<file path="config.mk">
export PLATFORM = sky130hd
export DESIGN_NAME = csr_unit
export DESIGN_NICKNAME = d
export VERILOG_FILES = /design/src/rtl/csr_unit.sv
export SDC_FILE = /design/constraint.sdc
export NUM_CORES = 1
export LEC_CHECK = 0
export BUFFER_PORTS_ARGS = -buffer_cell sky130_fd_sc_hd__buf_4
export CORE_MARGIN = 5
export CORE_UTILIZATION = 52
export DETAILED_ROUTE_END_ITERATION = 7
export PLACE_DENSITY = 0.78
export SETUP_SLACK_MARGIN = 0.05
export SLEW_MARGIN = 20
export SYNTH_ARGS = -nofsm -noshare
export SYNTH_HDL_FRONTEND = slang
export SYNTH_SLANG_ARGS = --single-unit
</file>
<file path="constraint.sdc">
create_clock -name clk -period 2.6 [get_ports clk]
set_input_delay 0.26 -clock clk [delete_from_list [all_inputs] [get_ports clk]]
set_output_delay 0.26 -clock clk [all_outputs]
set_load 0.1 [all_outputs]
</file>
<file path="src/rtl/csr_unit.sv">
// LoongArch CSR file: masked CSR writes, timer, interrupt pending,
// exception entry and ERTN return with front-end redirect.
module csr_unit (
    input  logic        clk,
    input  logic        rstn,
    input  logic [13:0] csr_raddr,
    output logic [31:0] csr_rdata,
    input  logic [13:0] csr_waddr,
    input  logic [31:0] csr_we,
    input  logic [31:0] csr_wdata,
    input  logic        exc_valid,
    input  logic [6:0]  exc_ecode,
    input  logic [31:0] exc_pc,
    input  logic        badv_we,
    input  logic [31:0] badv_in,
    input  logic        ertn_valid,
    input  logic [7:0]  hw_int,
    output logic        int_pending,
    output logic        redirect_valid,
    output logic [31:0] redirect_pc,
    output logic [1:0]  crmd_plv,
    output logic        crmd_da
);

    localparam logic [13:0] A_CRMD   = 14'h00;
    localparam logic [13:0] A_PRMD   = 14'h01;
    localparam logic [13:0] A_ECFG   = 14'h04;
    localparam logic [13:0] A_ESTAT  = 14'h05;
    localparam logic [13:0] A_ERA    = 14'h06;
    localparam logic [13:0] A_BADV   = 14'h07;
    localparam logic [13:0] A_EENTRY = 14'h0C;
    localparam logic [13:0] A_SAVE0  = 14'h30;
    localparam logic [13:0] A_SAVE1  = 14'h31;
    localparam logic [13:0] A_SAVE2  = 14'h32;
    localparam logic [13:0] A_SAVE3  = 14'h33;
    localparam logic [13:0] A_TID    = 14'h40;
    localparam logic [13:0] A_TCFG   = 14'h41;
    localparam logic [13:0] A_TVAL   = 14'h42;

    localparam logic [13:0] A_TICLR  = 14'h44;
    localparam logic [31:0] M_CRMD   = 32'h0000_01FF;
    localparam logic [31:0] M_PRMD   = 32'h0000_0007;
    localparam logic [31:0] M_ECFG   = 32'h0000_1BFF;
    localparam logic [31:0] M_ESTAT  = 32'h0000_0003;
    localparam logic [31:0] M_EENTRY = 32'hFFFF_FFC0;
    localparam logic [31:0] M_ALL    = 32'hFFFF_FFFF;

    logic [31:0] crmd, prmd, ecfg, estat, era, badv, eentry;
    logic [31:0] tid, tcfg, tval;
    logic [31:0] save [4];

    logic [31:0] crmd_n, prmd_n, ecfg_n, estat_n, era_n, badv_n;
    logic [31:0] eentry_n, tid_n, tcfg_n, tval_n;
    logic [31:0] save_n [4];

    logic wr, tcfg_wr, ticlr_clr, fire;

    function automatic logic [31:0] mwr(input logic [31:0] old,
                                        input logic [31:0] m,
                                        input logic [31:0] we,
                                        input logic [31:0] d);
        logic [31:0] k;
        k = we & m;
        return (old & ~k) | (d & k);
    endfunction

    // Commit writes are squashed by an exception in the same cycle
    assign wr        = !exc_valid && (csr_we != '0);
    assign tcfg_wr   = wr && (csr_waddr == A_TCFG);
    assign ticlr_clr = wr && (csr_waddr == A_TICLR)
                       && csr_we[0] && csr_wdata[0];
    assign fire      = !tcfg_wr && tcfg[0] && (tval == 32'd1);

    always_comb begin
        crmd_n   = crmd;
        prmd_n   = prmd;
        ecfg_n   = ecfg;
        estat_n  = estat;
        era_n    = era;
        badv_n   = badv;
        eentry_n = eentry;
        tid_n    = tid;
        tcfg_n   = tcfg;
        tval_n   = tval;
        save_n   = save;
        if (wr) begin
            case (csr_waddr)
                A_CRMD:   crmd_n   = mwr(crmd, M_CRMD, csr_we, csr_wdata);
                A_PRMD:   prmd_n   = mwr(prmd, M_PRMD, csr_we, csr_wdata);
                A_ECFG:   ecfg_n   = mwr(ecfg, M_ECFG, csr_we, csr_wdata);
                A_ESTAT:  estat_n  = mwr(estat, M_ESTAT, csr_we, csr_wdata);
                A_ERA:    era_n    = mwr(era, M_ALL, csr_we, csr_wdata);
                A_BADV:   badv_n   = mwr(badv, M_ALL, csr_we, csr_wdata);
                A_EENTRY: eentry_n = mwr(eentry, M_EENTRY, csr_we, csr_wdata);
                A_SAVE0, A_SAVE1, A_SAVE2, A_SAVE3:
                    save_n[csr_waddr[1:0]] =
                        mwr(save[csr_waddr[1:0]], M_ALL, csr_we, csr_wdata);
                A_TID:    tid_n    = mwr(tid, M_ALL, csr_we, csr_wdata);
                A_TCFG:   tcfg_n   = mwr(tcfg, M_ALL, csr_we, csr_wdata);
                default: ;
            endcase
        end

        if (tcfg_wr) begin
            tval_n = {tcfg_n[31:2], 2'b00};
        end else if (tcfg[0] && tval != '0) begin
            tval_n = tval - 32'd1;
        end else if (tcfg[0] && tcfg[1]) begin
            tval_n = {tcfg[31:2], 2'b00};
        end

        // Timer set beats a TICLR clear landing on the same edge
        estat_n[9:2] = hw_int;
        if (fire) begin
            estat_n[11] = 1'b1;
        end else if (ticlr_clr) begin
            estat_n[11] = 1'b0;
        end

        if (exc_valid) begin
            prmd_n[2:0]    = crmd[2:0];
            crmd_n[2:0]    = 3'b000;
            estat_n[21:16] = exc_ecode[5:0];
            estat_n[30:22] = {8'b0, exc_ecode[6]};
            era_n          = exc_pc;
            if (badv_we) begin
                badv_n = badv_in;
            end
        end else if (ertn_valid) begin
            crmd_n[2:0] = prmd[2:0];
            if (estat[21:16] == 6'h3F) begin
                crmd_n[3] = 1'b0;
                crmd_n[4] = 1'b1;
            end
        end
    end

    always_ff @(posedge clk or negedge rstn) begin
        if (!rstn) begin
            crmd   <= 32'h0000_0008;
            prmd   <= '0;
            ecfg   <= '0;
            estat  <= '0;
            era    <= '0;
            badv   <= '0;
            eentry <= '0;
            tid    <= '0;
            tcfg   <= '0;
            tval   <= '0;
            save   <= '{default: '0};
        end else begin
            crmd   <= crmd_n;
            prmd   <= prmd_n;
            ecfg   <= ecfg_n;
            estat  <= estat_n;
            era    <= era_n;
            badv   <= badv_n;
            eentry <= eentry_n;
            tid    <= tid_n;
            tcfg   <= tcfg_n;
            tval   <= tval_n;
            save   <= save_n;
        end
    end

    always_comb begin
        csr_rdata = '0;
        case (csr_raddr)
            A_CRMD:   csr_rdata = crmd;
            A_PRMD:   csr_rdata = prmd;
            A_ECFG:   csr_rdata = ecfg;
            A_ESTAT:  csr_rdata = estat;
            A_ERA:    csr_rdata = era;
            A_BADV:   csr_rdata = badv;
            A_EENTRY: csr_rdata = eentry;
            A_SAVE0, A_SAVE1, A_SAVE2, A_SAVE3:
                csr_rdata = save[csr_raddr[1:0]];
            A_TID:    csr_rdata = tid;
            A_TCFG:   csr_rdata = tcfg;
            A_TVAL:   csr_rdata = tval;
            default:  csr_rdata = '0;
        endcase
    end

    assign int_pending    = crmd[2] & |(estat[12:0] & ecfg[12:0]);
    assign redirect_valid = exc_valid | ertn_valid;
    assign redirect_pc    = exc_valid ? eentry : era;
    assign crmd_plv       = crmd[1:0];
    assign crmd_da        = crmd[3];

endmodule

</file>
### Yosys cells after proc, flatten, opt, wreduce, memory -nomap -nowiden

Cells that the tools add are included.

| word-level totals | value |
|---|---|
| logic and storage cells | 168 |
| input port bits | 176 |
| register bits | 448 |

| cells by class | value |
|---|---|
| $lt $le $gt $ge | 3 |
| equality and inequality tests | 28 |
| multiplexer cells | 37 |
| bitwise gates (word level) | 37 |
| add/subtract/negate cells | 1 |
| reductions and logical operators | 41 |

Operators by type and width:

| operator | number |
|---|---|
| $mux W32 | 18 |
| $and A32 B32 Y32 | 12 |
| $pmux W32 S11 | 1 |
| $or A32 B32 Y32 | 10 |
| $bmux W32 S2 | 2 |
| $bwmux W128 | 1 |
| $eq A14 B3 Y1 const B | 8 |
| $eq A14 B6 Y1 const B | 8 |
| $eq A14 B7 Y1 const B | 6 |
| $demux W32 S2 | 1 |
| $not A32 Y32 | 2 |
| $reduce_bool A32 Y1 | 2 |
| $mux W31 | 2 |
| $and A32 B13 Y32 | 1 |
| $and A32 B2 Y32 | 1 |
| $and A32 B3 Y32 | 1 |
| $and A32 B9 Y32 | 1 |
| $eq A32 B1 Y1 const B | 1 |
| $not A13 Y32 | 1 |
| $not A2 Y32 | 1 |
| $not A3 Y32 | 1 |
| $not A9 Y32 | 1 |
| $sub A32 B1 Y32 const B | 1 |
| $eq A14 B1 Y1 const B | 2 |
| other kinds (21) | 62 |

### Depth between registers and ports, before layout

Gate-level depths: netlist of run 1.

| depth | value |
|---|---|
| depth after elaboration | 8 |
| mapped depth | 10 |
| mapped depth without buffers | 8 |

### Least setup slack after synthesis of run 1

OpenSTA, ideal clock, no wires.

| path | value |
|---|---|
| path kind | input to output |
| from | input port csr_raddr[0] |
| to | output port csr_rdata[1] |
| stages | 9 |
| data required time | 2.340 ns |
| setup slack | -0.498 ns |
| arrival | 2.838 ns |
| cells stage by stage | clkbuf_1 -> buf_1 -> clkbuf_1 -> buf_1 -> nor2_1 -> a21oi_1 -> nor2_1 -> a211oi_1 -> nand3_1 |

| between the ends | value |
|---|---|
| word-level cells in the longest chain between the ends | 5 |
| elaborated cells between the ends (all ways) | 20 |
| classes of those cells | eq/ne (13); mux (4); bitwise (1); reduce/logical (2) |

RTL lines:

| element | RTL line | RTL |
|---|---|---|
| start: declaration | 6 | `input logic [13:0] csr_raddr,` |
| $not A2 Y3 (not written as such) | 177 | `csr_rdata = save[csr_raddr[1:0]];` |
| $bmux W32 S2 | 177 |  |
| $mux W32 (not written as such) (2 in a row) | 177 |  |
| $pmux W32 S11 * | 168 | `case (csr_raddr)` |
| end: declaration | 7 | `output logic [31:0] csr_rdata,` |

Every way passes the cells marked *; elsewhere a longest branch is shown, timed or not. The select of a mux whose other input is x is not followed.

### Final worst setup path of run 1

| path | value |
|---|---|
| from | register tval[12] |
| to | output port csr_rdata[12] |

| between the ends | value |
|---|---|
| word-level cells in the longest chain between the ends | 1 |

RTL lines:

| element | RTL line | RTL |
|---|---|---|
| start: declaration | 49 | `logic [31:0] tid, tcfg, tval;` |
| start signal: assignment | 161 | `tval <= tval_n;` |
| $pmux W32 S11 | 168 |  |

Every way passes these cells.

==> results.md, run 1 <==
* Run status: finished with violations
* Violated checks: setup timing
* Worst rel slew slack at 40.2%
* Critical Path RT at 2340 ps
* Fin crit share at 107%
* CTS tree: built
* Core ar. at 0.0386 mm^2
* Crit start category: flip-flop
* Initial antenna violation count at 4
* Worst setup margin at -174 ps
* Register bit total from synthesis at 356
* RSZ-0062 raised after global routing: yes
* Die width at 208 um
* Post-synth EDFFs at 0
* Critical path class: reg -> out
* Post-synthesis compound-gate area fraction at 14.4%
* Net count after synthesis at ~2.2k
* Post-Synth Adder-Cell Area at 0.185%
* Largest net degree at the start of global routing at 83
* Synth warn at 0
* GR Overflow Total at 0
* Crit path DAT at 2510 ps
* Syn Area/Cell at between 10 and 15 um^2
* PwrDens at 506 mW/mm^2
* Die area at 0.0431 mm^2
* CTS Buffer Depth at 3
* Clk Latency, worst-skew pair at 550 ps
* Buffers added on ports at between 200 and 250
* Crit path capture: csr_rdata[12]
* Gpl congestion at 0.987
* CP max FO at 6
* Worst R2R Path Depth at 7
* Multi-input logic area at 0.0110 mm^2
* Die Height at 208 um
* Dominant synthesized flop cell: dfrtp_1
* Clk slew on worst S/H paths at around 60 ps
* Hold Fails Final Rpt at 0
* WL/cell at 26.9 um
* Simple-gate share of the synthesized area at 13.2%
* 1st-iter DRT viols at 2367
* CP endpoint kind: output pin
* H-tree levels at 2
* Worst setup startpoint: tval[12]
* XOR/XNOR Fraction of Synth Area at 1.12%
* Net count, final at 2555
* Fin crit period at between 2000 and 3000 ps
* First drt pass iteration count at 8
* Hold Path Class: in -> reg
* Fin Setup TNS at -1170 ps
* Max IR drop VDD at 483 uV
* Clock Sinks at between 300 and 400
* Fmax at 360 MHz
* Sequential cell area at 0.00891 mm^2
* Final Hold Slack at 14.3 ps
* Post-synthesis cell count at between 2k and 2.5k
* End of the worst register-to-register path: tval[17]
* Setup Skew at 14.3 ps
* Starting Density at 52.5%
* Post-route ant nets at 0
* Tightest Pin Transition at about 900 ps
* # rows at 72
* Largest family of logic cells by synthesized area: multiplexers
* # setup viols final at 16
* Total track usage at 35.2%
* RR Startpoint: tval[24]
* Filler Cell Count at 2821
* Synth unique cells at just over 60
* Reg2Reg Setup Slack at -100 ps
* Global-route wire length before repair at 118 mm
* Leak Pwr at 11.9 nW
* Post-synthesis mux area share at about 23%
* Max Slew Vio Count at 0
* Via Count at 19.2k
* Layout cell share with drive strength beyond 1 at 34.2%
* Syn-to-layout area delta at 29.7%
* Vias in the first global route at 19.2k
* Mean number of vias per cell at 6.57
* IO Pins at 245
* Root Driver: clkbuf_16
* Async set or reset register ratio after synthesis at 100%
* Num CTS Buffers at 40
* Detailed Route WL at between 70 and 80 mm
* Drt drc at 0
* Max-Cap Viols at 0
* Sequential cell area fraction in the yosys report at 43.9%
* Mapped cell area at 0.0203 mm^2
* Post-DP HPWL at 55.3 mm
-- worst max-delay path: stages (launching register included) --
cell,delay (ps)
dfrtp_2,450
mux2i_1,200
o21ai_0,180
a222oi_1,790
nand3_4,140
buf_12,210
-- worst min path at each step --
stage | startpoint | end | depth (start not counted)
floorplan | rstn | asynchronous set/reset pin | 0
global placement | rstn | save[68] | 1
detailed placement | rstn | save[68] | 1
CTS | badv_in[16] | badv[16] | 3
global route | badv_in[12] | badv[12] | 3
finish | badv_in[16] | badv[16] | 3
-- stage by stage --
stage                     area (um^2)  cells  setup WS (ps)  util (%)  power, mW
after CTS                       26100   2920          -97.7      67.6       13.3
after floorplan                 20400   2024           -113         -       6.76
after detailed placement        23800   2769           -164      61.7       7.58
after global placement          23800   2769          -98.1      61.7       7.55
final                           26300   2926           -174      68.1       13.3
after global routing            26300   2926           -147      68.1       13.7
-- timing repair --
action,CTS,global route
buffers inserted,3,3
hold buffers,75,0
pin swaps,5,9
hold endpoints to repair,143,0
resized for setup,50,37
endpoints found under the setup margin,45,61
gates cloned,1,1
-- power breakdown --
group	total [mW]	switching, mW	leakage [nW]	internal [mW]
clock network	5.67	2.36	0.628	3.31
logic	1.85	1.17	6.57	0.685
registers	5.80	0.116	4.72	5.68
total	13.3	3.64	11.9	9.68
-- cell families (layout without fill, tap and decap cells) --
logic type	Yosys count	after routing
AND/OR/NAND/NOR	604	604
adder cells (fa/ha/maj)	3	3
flip-flops	356	356
AO/OA/AOI/OAI	461	461
XOR/XNOR	26	26
multiplexers	356	356
other	0	2
buffers and inverters	218	600
-- layout by cell type (no fill, tap or decap), types with 11 or more instances in the layout --
cell and instances:
a22oi_1 37, clkbuf_16 41, buf_12 33, nand3_1 16
a21boi_0 28, o21ai_0 152, nor4_1 20, a221oi_1 11
nand2_1 325, buf_4 367, nor2_1 91, mux4_2 70
mux2i_1 113, nand4_1 17, a221o_1 15, a311oi_1 26
mux2_2 173, xnor2_1 11, dlygate4sd3_1 75, clkbuf_1 13
dfrtp_1 354, inv_1 37, buf_6 13, nor3_1 19
xor2_1 15, a21oi_2 21, nand2_2 19, a21oi_1 92
nor2b_1 11, and3_1 19
-- layer usage --
layer	GRT usage (%)	part of all wire, %	vias up
met5	0	0.034	-
met4	15.4	5.2	4
met3	12.3	13	276
met2	51.4	43	1363
met1	47.9	38	9493
li1	-	-	8074
-- synthesized netlist by cell type (4+ instances only) --
master      n  area share [%]
or3_1       6            0.19
clkbuf_1  148             2.7
o21ai_0   157             3.9
buf_2       4           0.099
a22oi_1    38             1.4
nor2_1     94             1.7
or4_1       7            0.26
mux2_2    173             9.6
dfrtp_1   355              44
nand2_1   345             6.4
o21ai_1     7            0.17
a221o_1    21             1.0
o211ai_1    5            0.19
xnor2_1    11            0.47
mux4_2     70             7.8
and4_1      4            0.17
nor3b_1     7            0.26
nand3_1    23            0.57
nand3b_1    5            0.19
a211oi_1   14            0.52
a21oi_1   113             2.8
buf_4       5            0.19
and2_1      5            0.15
a222oi_1    5            0.25
or2_2       8            0.25
nor4_1     23            0.71
mux2i_1   113             5.6
nor3_1     21            0.52
a221oi_1   21            0.91
a311oi_1   26             1.1
nand4_1    17            0.52
a21boi_0   29             1.1
and3_1     19            0.59
nor2b_1    12            0.37
buf_1      21            0.39
inv_1      37            0.68
xor2_1     15            0.65
-- area by class of cell --
cell class,instances,area share [%]
clock inverter,11,0.461
clock buffer,61,4.45
sequential,356,33.9
tap,518,2.46
timing repair buffer,490,16.5
multi-input combinational,1450,41.7
inverter,38,0.542
antenna,2,0.0190
Note: power is estimated with default switching activity, not from simulation.
==> run 2, diff against run 1 <==
- PLACE_DENSITY: 0.78 -> 0.77
==> run 2 against run 1 <==
  * The run ends with DRC, setup timing left
  * Flip-flop and latch count unchanged
  * Routed wire length decreased by 1.9%
  * Fmax increased by 3.7%
  * First-iteration DRC count decreased by 9.7%
  * Critical path type is now reg -> reg
  * Largest cell class unchanged
==> results.md, run 2 (same netlist as run 1, synthesis figures left out) <==
* Run status: finished with violations
* Violated checks: DRC, setup timing
* First drt pass iteration count at 8
* Fmax at 374 MHz
* Commonest non-fill, non-tap cell in the layout: dfrtp_1
* Post-DP HPWL at 53.2 mm
* Starting Density at 52.5%
* Hold depth at 3
* Syn-to-layout area delta at 29.0%
* Die Height at 208 um
* Max-Cap Viols at 0
* Detailed Route WL at 77.2 mm
* Die width at 208 um
* Fin crit share at 103%
* Worst rel slew slack at around 60%
* CTS tree: built
* CTS Buffer Depth at 3
* Num CTS Buffers at 39
* Root Driver: clkbuf_16
* Worst setup margin at -76.2 ps
* IO Pins at 245
* Max Slew Vio Count at 0
* Vias in the first global route at 19.4k
* Clk Latency, worst-skew pair at 550 ps
* Setup Skew at 20.4 ps
* Mean number of vias per cell at 6.57
* PwrDens at a little under 500 mW/mm^2
* Layout cell share with drive strength beyond 1 at 33.7%
* Dpl ws at -140 ps
* RSZ-0062 raised after global routing: yes
* # setup viols final at 17
* Buffers added on ports at 244
* 1st-iter DRT viols at 2137
* Max IR drop VDD at 393 uV
* Fin crit period at 2680 ps
* Via Count at 19.1k
* Gpl congestion at 0.963
* # rows at 72
* Drt drc at 1
* WL/cell at 26.6 um
* CP max FO at 7
* Hold Path Class: in -> reg
* Hold Fails Final Rpt at 0
* Clock Sinks at 356
* Crit path DAT at a little over 3000 ps
* Global-route wire length before repair at approximately 120 mm
* H-tree levels at 2
* Net count, final at 2538
* Tightest Pin Transition at 576 ps
* Final Hold Slack at 6.21 ps
* Largest net degree at the start of global routing at 75
* Die area at 0.0431 mm^2
* Core ar. at 0.0386 mm^2
* Most frequent cells in the layout: 355 x dfrtp_1, 346 x buf_4, 322 x nand2_1
* Critical Path RT at 3010 ps
* Worst R2R Path Depth at 6
* Critical path class: reg -> reg
* Leak Pwr at 11.8 nW
* Initial antenna violation count at 1
* Total track usage at 34.8%
* GR Overflow Total at 0
* CP endpoint kind: flip-flop
* Clk slew on worst S/H paths at about 60 ps
* Crit start category: flip-flop
* Post-route ant nets at 0
[run 2: cell count changes in the layout (fill, tap and decap cells not counted), moves of 3 or more]
cell / previous run / this run
buf_4: 367 / 346
dlygate4sd3_1: 75 / 69
a21oi_1: 92 / 97
buf_12: 33 / 37
or4_4: 4 / 8
a21oi_2: 21 / 18
a221oi_1: 11 / 14
clkbuf_8: 7 / 4
nand2_1: 325 / 322
nand2_2: 19 / 22
nor4_4: 2 / 5
[run 2: through the flow]
stage / std cells / total power, mW / area (um^2) / utilization [%] / TNS [ps]
2_1_floorplan: 2024 / 6.76 / 20400 / - / -2670
3_3_place_gp: 2754 / 7.53 / 23800 / 61.5 / -1690
3_5_place_dp: 2754 / 7.56 / 23800 / 61.5 / -3080
4_1_cts: 2898 / 13.0 / 25900 / 67.0 / -1610
5_1_grt: 2903 / 13.4 / 26200 / 67.7 / -2890
6_report: 2904 / 13.0 / 26200 / 67.7 / -675
[run 2: what timing repair did]
item,CTS,global route
hold buffers,69,0
gates cloned,4,1
pin swaps,10,21
setup buffers,5,4
gates resized for setup,35,49
endpoints found under the setup margin,46,60
hold endpoints to repair,122,0
[run 2: worst max-delay path: stages, from the launching register on]
cell      delay [ps]
dfrtp_1          380
or4_4            540
or4_4            580
or4_4            570
a21oi_2          150
a211oi_1          60
a221o_1          270
[run 2: layout make-up]
class,instances,area (um^2)
inverters,38,143
fillers,2842,12500
well taps,518,648
clock buffers,55,1080
clock inverters,11,116
flip-flops and latches,356,8910
multi-input cells,1453,11000
diodes,2,5.00
repair buffers,471,4290
[run 2: metal layers]
metal | vias up | GRT usage (%) | share of wire, %
li1 | 8061 | - | -
met1 | 9474 | 46.4 | 38
met2 | 1228 | 53.0 | 45
met3 | 304 | 10.2 | 11
met4 | 0 | 15.6 | 5.2
met5 | - | 0 | 0
[run 2: power by group]
part	switching [mW]	internal, mW	total, mW
Sequential	0.110	5.68	5.79
Clock	2.31	3.08	5.40
Combinational	1.14	0.686	1.82
[run 2: path summary, 6_finish.rpt]
check	slack (ps)	end	startpoint
max	-80	tval[14]	tval[25]
max in group asynchronous	1480	asynchronous set/reset pin	rstn
min reg2reg	500	save[36]	save[36]
min in group asynchronous	290	save[100]	rstn
max reg2reg	-80	tval[14]	tval[25]
min	6	badv[0]	badv_in[0]
